[config.mk]
export PLATFORM = sky130hd
export DESIGN_NAME = cv32e40x_saes32_ctrl_flat
export DESIGN_NICKNAME = d
export VERILOG_FILES = /design/src/rtl/cv32e40x_saes_pkg.sv /design/src/rtl/cv32e40x_saes32_ctrl_if.sv /design/src/rtl/cv32e40x_saes32_ctrl.sv /design/src/flat_wrapper.sv
export SDC_FILE = /design/constraint.sdc
export NUM_CORES = 1
export LEC_CHECK = 0
export BUFFER_PORTS_ARGS = -buffer_cell sky130_fd_sc_hd__buf_4
export CAP_MARGIN = 20
export CORE_AREA = 2 2 119 121
export DETAILED_ROUTE_END_ITERATION = 16
export DIE_AREA = 0 0 121 123
export PLACE_DENSITY = 0.83
export SYNTH_ARGS = -nofsm -noshare
export SYNTH_HDL_FRONTEND = slang
export SYNTH_SLANG_ARGS = --single-unit
export TNS_END_PERCENT = 50
[constraint.sdc]
create_clock -name clk -period 3.95 [get_ports clk]
set_clock_uncertainty 0.2 [all_clocks]
set_input_delay 0.395 -clock clk [delete_from_list [all_inputs] [get_ports clk]]
set_output_delay 0.395 -clock clk [all_outputs]
set_load 0.01 [all_outputs]
[src/rtl/cv32e40x_saes_pkg.sv]
// Shared types and field positions for the saes32 sequencer and its datapath.
package cv32e40x_saes_pkg;

  typedef enum logic [1:0] {
    IDLE = 2'd0,
    RNG  = 2'd1,
    EXEC = 2'd2,
    DONE = 2'd3
  } saes_state_e;

  localparam int unsigned OP_DECS  = 0;
  localparam int unsigned OP_DECSM = 1;
  localparam int unsigned OP_ENCS  = 2;
  localparam int unsigned OP_ENCSM = 3;

  localparam int unsigned SHAREB_LSB = 0;
  localparam int unsigned SHAREB_W   = 8;
  localparam int unsigned RAND_LSB   = 8;
  localparam int unsigned RAND_W     = 36;

  // Exactly one bit set; zero and multi-bit encodings are illegal ops.
  function automatic logic op_is_onehot(input logic [3:0] op);
    return (op != 4'b0000) && ((op & (op - 4'd1)) == 4'b0000);
  endfunction

endpackage

[src/rtl/cv32e40x_saes32_ctrl_if.sv]
// Handshake bundle between execute stage, RNG, protected datapath and the saes32 sequencer.
interface cv32e40x_saes32_ctrl_if #(
  parameter int unsigned RNG_W = 44
);
  logic             in_valid_i;
  logic             in_ready_o;
  logic [31:0]      in_rs1_i;
  logic [31:0]      in_rs2_i;
  logic [1:0]       in_bs_i;
  logic [3:0]       in_op_i;
  logic             kill_i;
  logic             rng_req_o;
  logic             rng_valid_i;
  logic [RNG_W-1:0] rng_data_i;
  logic [31:0]      dp_rs1_o;
  logic [31:0]      dp_rs2_o;
  logic [1:0]       dp_bs_o;
  logic [3:0]       dp_op_o;
  logic [7:0]       dp_shareB_o;
  logic [35:0]      dp_randombits_o;
  logic             dp_valid_o;
  logic [31:0]      dp_rd_i;
  logic             result_valid_o;
  logic             result_ready_i;
  logic [31:0]      result_o;
  logic             result_err_o;
  logic             busy_o;

  modport slave (
    input  in_valid_i, in_rs1_i, in_rs2_i, in_bs_i, in_op_i, kill_i,
           rng_valid_i, rng_data_i, dp_rd_i, result_ready_i,
    output in_ready_o, rng_req_o, dp_rs1_o, dp_rs2_o, dp_bs_o, dp_op_o,
           dp_shareB_o, dp_randombits_o, dp_valid_o, result_valid_o,
           result_o, result_err_o, busy_o
  );

  modport master (
    output in_valid_i, in_rs1_i, in_rs2_i, in_bs_i, in_op_i, kill_i,
           rng_valid_i, rng_data_i, dp_rd_i, result_ready_i,
    input  in_ready_o, rng_req_o, dp_rs1_o, dp_rs2_o, dp_bs_o, dp_op_o,
           dp_shareB_o, dp_randombits_o, dp_valid_o, result_valid_o,
           result_o, result_err_o, busy_o
  );
endinterface

[src/rtl/cv32e40x_saes32_ctrl.sv]
// Sequencer for the DOM-masked saes32 datapath: accept op, fetch fresh RNG, hold operands for the sbox latency, return result.
// Optional CV32E40X_SAES_ZEROIZE_EN clears operand, share and result registers on handoff and on kill.
module cv32e40x_saes32_ctrl
  import cv32e40x_saes_pkg::*;
#(
  parameter int unsigned SBOX_LATENCY = 4,
  parameter int unsigned RNG_W        = 44
) (
  input logic                   clk,
  input logic                   reset_n,
  cv32e40x_saes32_ctrl_if.slave bus
);

  localparam int unsigned      CNT_W    = (SBOX_LATENCY > 0) ? $clog2(SBOX_LATENCY + 1) : 1;
  localparam logic [CNT_W-1:0] CNT_LOAD = CNT_W'(SBOX_LATENCY);

  saes_state_e         state_q, state_d;
  logic                ready_q, ready_d;
  logic [CNT_W-1:0]    cnt_q, cnt_d;
  logic [31:0]         rs1_q, rs1_d;
  logic [31:0]         rs2_q, rs2_d;
  logic [1:0]          bs_q, bs_d;
  logic [3:0]          op_q, op_d;
  logic [SHAREB_W-1:0] shareb_q, shareb_d;
  logic [RAND_W-1:0]   rand_q, rand_d;
  logic [31:0]         result_q, result_d;
  logic                err_q, err_d;

  always_comb begin
    // NOTE: every next-state signal takes its held value first, so no path leaves one unassigned and no latch is inferred.
    state_d  = state_q;
    cnt_d    = cnt_q;
    rs1_d    = rs1_q;
    rs2_d    = rs2_q;
    bs_d     = bs_q;
    op_d     = op_q;
    shareb_d = shareb_q;
    rand_d   = rand_q;
    result_d = result_q;
    err_d    = err_q;

    // Kill wins over accept, RNG handshake, capture and handoff; a pending RNG word stays unconsumed.
    if (bus.kill_i) begin
      state_d = IDLE;
    end else begin
      unique case (state_q)
        IDLE: begin
          if (ready_q && bus.in_valid_i) begin
            rs1_d = bus.in_rs1_i;
            rs2_d = bus.in_rs2_i;
            bs_d  = bus.in_bs_i;
            op_d  = bus.in_op_i;
            if (op_is_onehot(bus.in_op_i)) begin
              state_d = RNG;
            end else begin
              result_d = '0;
              err_d    = 1'b1;
              state_d  = DONE;
            end
          end
        end
        RNG: begin
          if (bus.rng_valid_i) begin
            shareb_d = bus.rng_data_i[SHAREB_LSB +: SHAREB_W];
            rand_d   = bus.rng_data_i[RAND_LSB +: RAND_W];
            cnt_d    = CNT_LOAD;
            state_d  = EXEC;
          end
        end
        EXEC: begin
          if (cnt_q == '0) begin
            result_d = bus.dp_rd_i;
            err_d    = 1'b0;
            state_d  = DONE;
          end else begin
            cnt_d = cnt_q - CNT_W'(1);
          end
        end
        DONE: begin
          if (bus.result_ready_i) state_d = IDLE;
        end
      endcase
    end

`ifdef CV32E40X_SAES_ZEROIZE_EN
    if (bus.kill_i || (state_q == DONE && bus.result_ready_i)) begin
      rs1_d    = '0;
      rs2_d    = '0;
      bs_d     = '0;
      op_d     = '0;
      shareb_d = '0;
      rand_d   = '0;
      result_d = '0;
      err_d    = 1'b0;
    end
`endif

    // Ready is registered so it reads 0 while in reset and rises one cycle after any return to IDLE.
    ready_d = (state_d == IDLE);
  end

  // NOTE: operand, share and result registers are reset too, because every output must read 0 under reset.
  always_ff @(posedge clk or negedge reset_n) begin
    if (!reset_n) begin
      state_q  <= IDLE;
      ready_q  <= 1'b0;
      cnt_q    <= '0;
      rs1_q    <= '0;
      rs2_q    <= '0;
      bs_q     <= '0;
      op_q     <= '0;
      shareb_q <= '0;
      rand_q   <= '0;
      result_q <= '0;
      err_q    <= 1'b0;
    end else begin
      // NOTE: non-blocking assignments so all registers update from the same pre-edge values.
      state_q  <= state_d;
      ready_q  <= ready_d;
      cnt_q    <= cnt_d;
      rs1_q    <= rs1_d;
      rs2_q    <= rs2_d;
      bs_q     <= bs_d;
      op_q     <= op_d;
      shareb_q <= shareb_d;
      rand_q   <= rand_d;
      result_q <= result_d;
      err_q    <= err_d;
    end
  end

  assign bus.in_ready_o      = ready_q;
  assign bus.rng_req_o       = (state_q == RNG);
  assign bus.dp_valid_o      = (state_q == EXEC);
  assign bus.result_valid_o  = (state_q == DONE);
  assign bus.busy_o          = (state_q != IDLE);
  assign bus.dp_rs1_o        = rs1_q;
  assign bus.dp_rs2_o        = rs2_q;
  assign bus.dp_bs_o         = bs_q;
  assign bus.dp_op_o         = op_q;
  assign bus.dp_shareB_o     = shareb_q;
  assign bus.dp_randombits_o = rand_q;
  assign bus.result_o        = result_q;
  assign bus.result_err_o    = err_q;

endmodule

[src/flat_wrapper.sv]
// flat-port wrapper written by rule: the top's interface ports become plain ports
module cv32e40x_saes32_ctrl_flat import cv32e40x_saes_pkg::*;
#(
  parameter int unsigned SBOX_LATENCY = 4,
  parameter int unsigned RNG_W        = 44
)
  (clk, reset_n, bus_in_valid_i, bus_in_rs1_i, bus_in_rs2_i, bus_in_bs_i, bus_in_op_i, bus_kill_i, bus_rng_valid_i, bus_rng_data_i, bus_dp_rd_i, bus_result_ready_i, bus_in_ready_o, bus_rng_req_o, bus_dp_rs1_o, bus_dp_rs2_o, bus_dp_bs_o, bus_dp_op_o, bus_dp_shareB_o, bus_dp_randombits_o, bus_dp_valid_o, bus_result_valid_o, bus_result_o, bus_result_err_o, bus_busy_o);
  cv32e40x_saes32_ctrl_if #(.RNG_W(RNG_W)) bus_i ();
  input logic clk;
  input logic reset_n;
  input wire logic [$bits(bus_i.in_valid_i)-1:0] bus_in_valid_i;
  input wire logic [$bits(bus_i.in_rs1_i)-1:0] bus_in_rs1_i;
  input wire logic [$bits(bus_i.in_rs2_i)-1:0] bus_in_rs2_i;
  input wire logic [$bits(bus_i.in_bs_i)-1:0] bus_in_bs_i;
  input wire logic [$bits(bus_i.in_op_i)-1:0] bus_in_op_i;
  input wire logic [$bits(bus_i.kill_i)-1:0] bus_kill_i;
  input wire logic [$bits(bus_i.rng_valid_i)-1:0] bus_rng_valid_i;
  input wire logic [$bits(bus_i.rng_data_i)-1:0] bus_rng_data_i;
  input wire logic [$bits(bus_i.dp_rd_i)-1:0] bus_dp_rd_i;
  input wire logic [$bits(bus_i.result_ready_i)-1:0] bus_result_ready_i;
  output wire logic [$bits(bus_i.in_ready_o)-1:0] bus_in_ready_o;
  output wire logic [$bits(bus_i.rng_req_o)-1:0] bus_rng_req_o;
  output wire logic [$bits(bus_i.dp_rs1_o)-1:0] bus_dp_rs1_o;
  output wire logic [$bits(bus_i.dp_rs2_o)-1:0] bus_dp_rs2_o;
  output wire logic [$bits(bus_i.dp_bs_o)-1:0] bus_dp_bs_o;
  output wire logic [$bits(bus_i.dp_op_o)-1:0] bus_dp_op_o;
  output wire logic [$bits(bus_i.dp_shareB_o)-1:0] bus_dp_shareB_o;
  output wire logic [$bits(bus_i.dp_randombits_o)-1:0] bus_dp_randombits_o;
  output wire logic [$bits(bus_i.dp_valid_o)-1:0] bus_dp_valid_o;
  output wire logic [$bits(bus_i.result_valid_o)-1:0] bus_result_valid_o;
  output wire logic [$bits(bus_i.result_o)-1:0] bus_result_o;
  output wire logic [$bits(bus_i.result_err_o)-1:0] bus_result_err_o;
  output wire logic [$bits(bus_i.busy_o)-1:0] bus_busy_o;
  assign bus_i.in_valid_i = bus_in_valid_i;
  assign bus_i.in_rs1_i = bus_in_rs1_i;
  assign bus_i.in_rs2_i = bus_in_rs2_i;
  assign bus_i.in_bs_i = bus_in_bs_i;
  assign bus_i.in_op_i = bus_in_op_i;
  assign bus_i.kill_i = bus_kill_i;
  assign bus_i.rng_valid_i = bus_rng_valid_i;
  assign bus_i.rng_data_i = bus_rng_data_i;
  assign bus_i.dp_rd_i = bus_dp_rd_i;
  assign bus_i.result_ready_i = bus_result_ready_i;
  assign bus_in_ready_o = bus_i.in_ready_o;
  assign bus_rng_req_o = bus_i.rng_req_o;
  assign bus_dp_rs1_o = bus_i.dp_rs1_o;
  assign bus_dp_rs2_o = bus_i.dp_rs2_o;
  assign bus_dp_bs_o = bus_i.dp_bs_o;
  assign bus_dp_op_o = bus_i.dp_op_o;
  assign bus_dp_shareB_o = bus_i.dp_shareB_o;
  assign bus_dp_randombits_o = bus_i.dp_randombits_o;
  assign bus_dp_valid_o = bus_i.dp_valid_o;
  assign bus_result_valid_o = bus_i.result_valid_o;
  assign bus_result_o = bus_i.result_o;
  assign bus_result_err_o = bus_i.result_err_o;
  assign bus_busy_o = bus_i.busy_o;
  cv32e40x_saes32_ctrl #(.SBOX_LATENCY(SBOX_LATENCY), .RNG_W(RNG_W)) u_core (.clk(clk), .reset_n(reset_n), .bus(bus_i));
endmodule
# Yosys cells after proc, flatten, opt, wreduce, memory -nomap -nowiden
# Cells that the tools add are included.
op_classes:
  add_sub_neg: 2
  n_eq_ne: 8
  n_mux: 18
  bitwise_logic: 2
  n_reduce_logical: 14
op_table:
  columns: ["op", "count"]
  rows:
  - ["two-way mux 32 bit", 3]
  - ["case mux 32 bit (2 select lines)", 1]
  - ["two-way mux 2 bit", 6]
  - ["case mux 2 bit (4 select lines)", 1]
  - ["two-way mux 3 bit", 2]
  - ["inequality test 2 bit (second input constant)", 3]
  - ["case mux 3 bit (2 select lines)", 1]
  - ["AND reduction 3 bit", 2]
  - ["nonzero test 2 bit", 3]
  - ["AND reduction 5 bit", 1]
  - ["AND 4 bit", 1]
  - ["== test 2 bit (second input constant)", 2]
  - ["zero test 2 bit", 2]
  - ["zero test 4 bit", 1]
  - ["inequality test 2 x 1 -> 1 bit (second input constant)", 2]
  - ["AND reduction 4 bit", 1]
  - ["nonzero test 4 bit", 1]
  - ["subtractor 4 x 1 -> 4 bit (second input constant)", 1]
  - ["zero test 3 bit", 1]
  - ["two-way mux 1 bit", 3]
  - ["subtractor 3 x 1 -> 3 bit (second input constant)", 1]
  - ["== test 2 x 1 -> 1 bit (second input constant)", 1]
  - ["logical AND 1 bit", 2]
  - ["case mux 1 bit (2 select lines)", 1]
  - ["inverter 1 bit", 1]
totals:
  regBits: 153
  in_bits: 152
  out_inout_bits: 152
  word_cells: 55

# Depth between registers and ports, before layout
depth:
  ltp_word: 9
  depth_mapped: 7

# Worst setup path after synthesis
# No wires, ideal clock.
synth_timing:
  kind: "reg-to-reg"
  start: "register u_core.state_q[1]"
  end: "register u_core.rs1_q[11] (netlist: u_core.bus.dp_rs1_o[11])"
  setup_ps: 125
  arrival_ps: 1575
  required_ps: 3625
  path_slack_ps: 2050
  stages_incl_launch_ff: 5
  period_less_slack_ps: 1900
  cell_sequence: "dfrtp_1 or2_4 nor3_4 buf_6 mux2_2"
synth_between:
  elab_chain_cells: 2
synth_lines:
  columns: ["element", "line_no", "source"]
  rows:
  - ["start: declaration", "cv32e40x_saes32_ctrl.sv:17", "saes_state_e state_q, state_d;"]
  - ["start signal: assignment", "cv32e40x_saes32_ctrl.sv:118", "state_q <= state_d;"]
  - ["zero test 2 bit", "cv32e40x_saes32_ctrl.sv:46", "unique case (state_q)"]
  - ["AND reduction 3 bit (no source line)", null, null]
  - ["end signal: assignment", "cv32e40x_saes32_ctrl.sv:121", "rs1_q <= rs1_d;"]
  - ["end: declaration", "cv32e40x_saes32_ctrl.sv:20", "logic [31:0] rs1_q, rs1_d;"]
# No other way between the ends.
# A chain may end at the register's enable or synchronous reset.

# Worst setup path after layout
layout_timing:
  start: "register u_core.state_q[1]"
  end: "register u_core.rs1_q[23] (netlist: u_core.bus.dp_rs1_o[23])"
# The elaborated chain is that of the path after synthesis.

==> impl_metrics.tcl <==
set metrics [dict create \
    synthTopCellsByCount "dfrtp_1, mux2_2, nand2_1" \
    clockBufferDepth 2 \
    slew_headroom_pct 31.05 \
    viasPerCell 5.111 \
    synth_edf_count 0 \
    gp_congestion 0.7283 \
    rsz0062_at_grt "false" \
    yosysTopAreaCellShare_pct 61.25 \
    finalNetCount 1015 \
    cts_tree "yes" \
    cpPeakStageDelay_ns 0.57 \
    postSynthAreaPerCell_sq_um 13.16 \
    htreeDepth 4 \
    ys_warn_count 0 \
    port_buffers 303 \
    met1_length_microns 6951 \
    synth_top_cell_by_area "dfrtp_1" \
    placed_cells 935 \
    worstPathArrival_ns 2.71 \
    clk_pin_slew_ns 0.07 \
    die_y_microns 123 \
    period_share_pct 65.91 \
    final-hold-violation-count 0 \
    startpoint_type "flip-flop" \
    overflow 0 \
    numCtsBuffers 17 \
    timing.fmax_mhz 384.1 \
    wl_microns 19730 \
    wl_per_cell_microns 18.72 \
    slew_violations 0 \
    cts.sinks 153 \
    cts_root_buffer "clkbuf_16" \
    required_ns 4.05 \
    grt_usage_pct 25.83 \
    ioPinCount 304 \
    antennaDiodeCount 0 \
    core_area_sq_um 13610 \
    cp-end-kind "flip-flop" \
    critPathKind "flip-flop to flip-flop" \
    post-dp-hpwl_microns 12660 \
    placed_cell_area_sq_um 8640 \
    grt_pass1_vias 5710 \
    synthCells 475 \
    grt_max_degree 84 \
    drc_errors 0 \
    wl_met2_microns 10660 \
    die_w_microns 121 \
    yosysMostFrequentCell "dfrtp_1" \
    clk_latency_ns 0.42 \
    route.met3.wl_microns 1537 \
    synth.distinct_cells 33 \
    via_count 5387 \
    status "completed" \
    detail_route.iter0.violations 255 \
    synth_area_leaders "dfrtp_1, mux2_2, nand2_1, o311ai_0, inv_1" \
    hp-class "input pin to flip-flop" \
    grt_pass1_wl_microns 29620 \
    design_area_sq_um 10170 \
    synthArstFlopShare_pct 100.0 \
    syn-num-nets 629 \
    dr.pass1.iters 4 \
    holdWs_ns 0.008402 \
    ant_nets 0 \
    synth_flop_cell "dfrtp_1" \
    synth-seq-cells 153 \
    layout_min_cycle_time_ns 2.603 \
    synth.cell_area_sq_um 6251 \
    dieArea_sq_um 14880 \
    vdd_drop_max_mv 0.3776 \
    initial_core_util_pct 45.92 \
    cellLeakagePower_nw 4.884 \
    cap_violations 0 \
    rows 43 \
    stdcell_count 1054 \
    antenna_found_initial 0 \
    drive_gt1_share_pct 51.83 \
    critPathMaxFanout 50 \
    seq_area_frac_synth_pct 61.25 \
    postCtsResizedCells 0 \
    power_density_nw_per_um2 750.7 \
    crit_slowest_cell "dfrtp_1" \
    worst_slew_pin_slew_ns 1.034 \
    finalSetupTns_ns 0 \
    dr.max_layer_used "met4" \
    setup_viol 0 \
    path_cells "buf_16, or2_4, nor3_4, buf_4, mux2_2" \
    area_growth_pct 62.71 \
]
==> flip-flops by register name (all words and copies together), names as in the netlist <==
name and count:
u_core.bus.dp_op_o 4, u_core.bus.dp_randombits_o 36, u_core.bus.dp_shareB_o 8, u_core.bus.dp_bs_o 2
u_core.bus.in_ready_o 1, u_core.bus.dp_rs1_o 32, u_core.bus.result_err_o 1, u_core.cnt_q 3
u_core.state_q 2, u_core.bus.result_o 32, u_core.bus.dp_rs2_o 32
==> layout by cell type (no fill, tap or decap), types with 2 or more instances in the layout <==
| cell | count |
|---|---|
| buf_4 | 305 |
| dfrtp_1 | 153 |
| mux2_2 | 108 |
| dlygate4sd3_1 | 84 |
| nand2_1 | 70 |
| inv_1 | 39 |
| o311ai_0 | 26 |
| clkbuf_16 | 17 |
| o21ai_0 | 8 |
| o311ai_1 | 6 |
| mux2_1 | 6 |
| nor2_1 | 5 |
| bufinv_16 | 4 |
| clkinvlp_4 | 3 |
| clkbuf_1 | 3 |
| nand2b_1 | 2 |
| and2_1 | 2 |
| nor3_1 | 2 |
| o211a_1 | 2 |
| nor3_4 | 2 |
| ha_1 | 2 |
| clkinv_2 | 2 |
| buf_16 | 2 |
==> cell type report <==
type	count	area, sq um
Tap cell	180	225.2
Fill cell	796	3441
Timing Repair Buffer	394	3232
Clock inverter	11	170.2
Sequential cell	153	3829
Inverter	39	146.4
Clock buffer	21	450.4
Multi-Input combinational cell	256	2118
==> stage by stage <==
step	total power, W	utilization [%]	setup WS (ns)
after global routing	0.008022	74.72	1.244
after global placement	0.005598	63.47	1.178
after CTS	0.007564	73.99	0.9286
final	0.007636	74.72	1.347
after floorplan	0.004079	-	2.050
after detailed placement	0.005765	63.47	0.9940
==> routing by layer <==
metal | GRT usage [%] | vias up
li1 | - | 2415
met1 | 27.83 | 2685
met2 | 47.16 | 242
met3 | 7.565 | 45
met4 | 11.12 | 0
met5 | 0 | -
==> worst max-delay path: cells and delay by family (launching register included) <==
| kind | cells | cell delay (ns) |
|---|---|---|
| flops | 1 | 0.57 |
| buf+inv | 2 | 0.81 |
| mux | 1 | 0.43 |
| simple gates | 2 | 0.44 |
==> worst paths after layout <==
kind,to,from,cells after the start,slack (ns)
max,u_core.bus.dp_rs1_o[23],u_core.state_q[1],5,1.35
min,u_core.bus.dp_randombits_o[18],bus_rng_data_i[26],2,0.008
max reg2reg,u_core.bus.dp_rs1_o[23],u_core.state_q[1],5,1.35
min reg2reg,u_core.bus.dp_rs1_o[7],u_core.bus.dp_rs1_o[7],1,0.29
max in group asynchronous,u_core.bus.dp_randombits_o[22],reset_n,3,2.29
min in group asynchronous,u_core.bus.dp_rs1_o[12],reset_n,2,0.40
==> where the power goes <==
group | internal, W | switching (W) | leakage (nW)
registers | 0.00234 | 0.000538 | 1.84
logic | 0.00171 | 0.00132 | 2.75
clock network | 0.00108 | 0.000644 | 0.294
==> cells by family (layout without fill, tap and decap cells) <==
family	after synthesis	in the layout	synth area share [%]
AOI/OAI and AO/OA	47	47	6.125
xor gates and xnor gates	1	1	0.1401
and+or+nand+nor	91	91	6.365
muxes	115	115	20.70
buffers and inverters	66	465	5.024
DFF	153	153	61.25
adders and majority gates	2	2	0.4003
==> what timing repair did <==
item	CTS	global route
buffers inserted	0	0
endpoints found under the hold margin	162	3
hold buffers	81	3
Power figures use the tool's default switching activity.
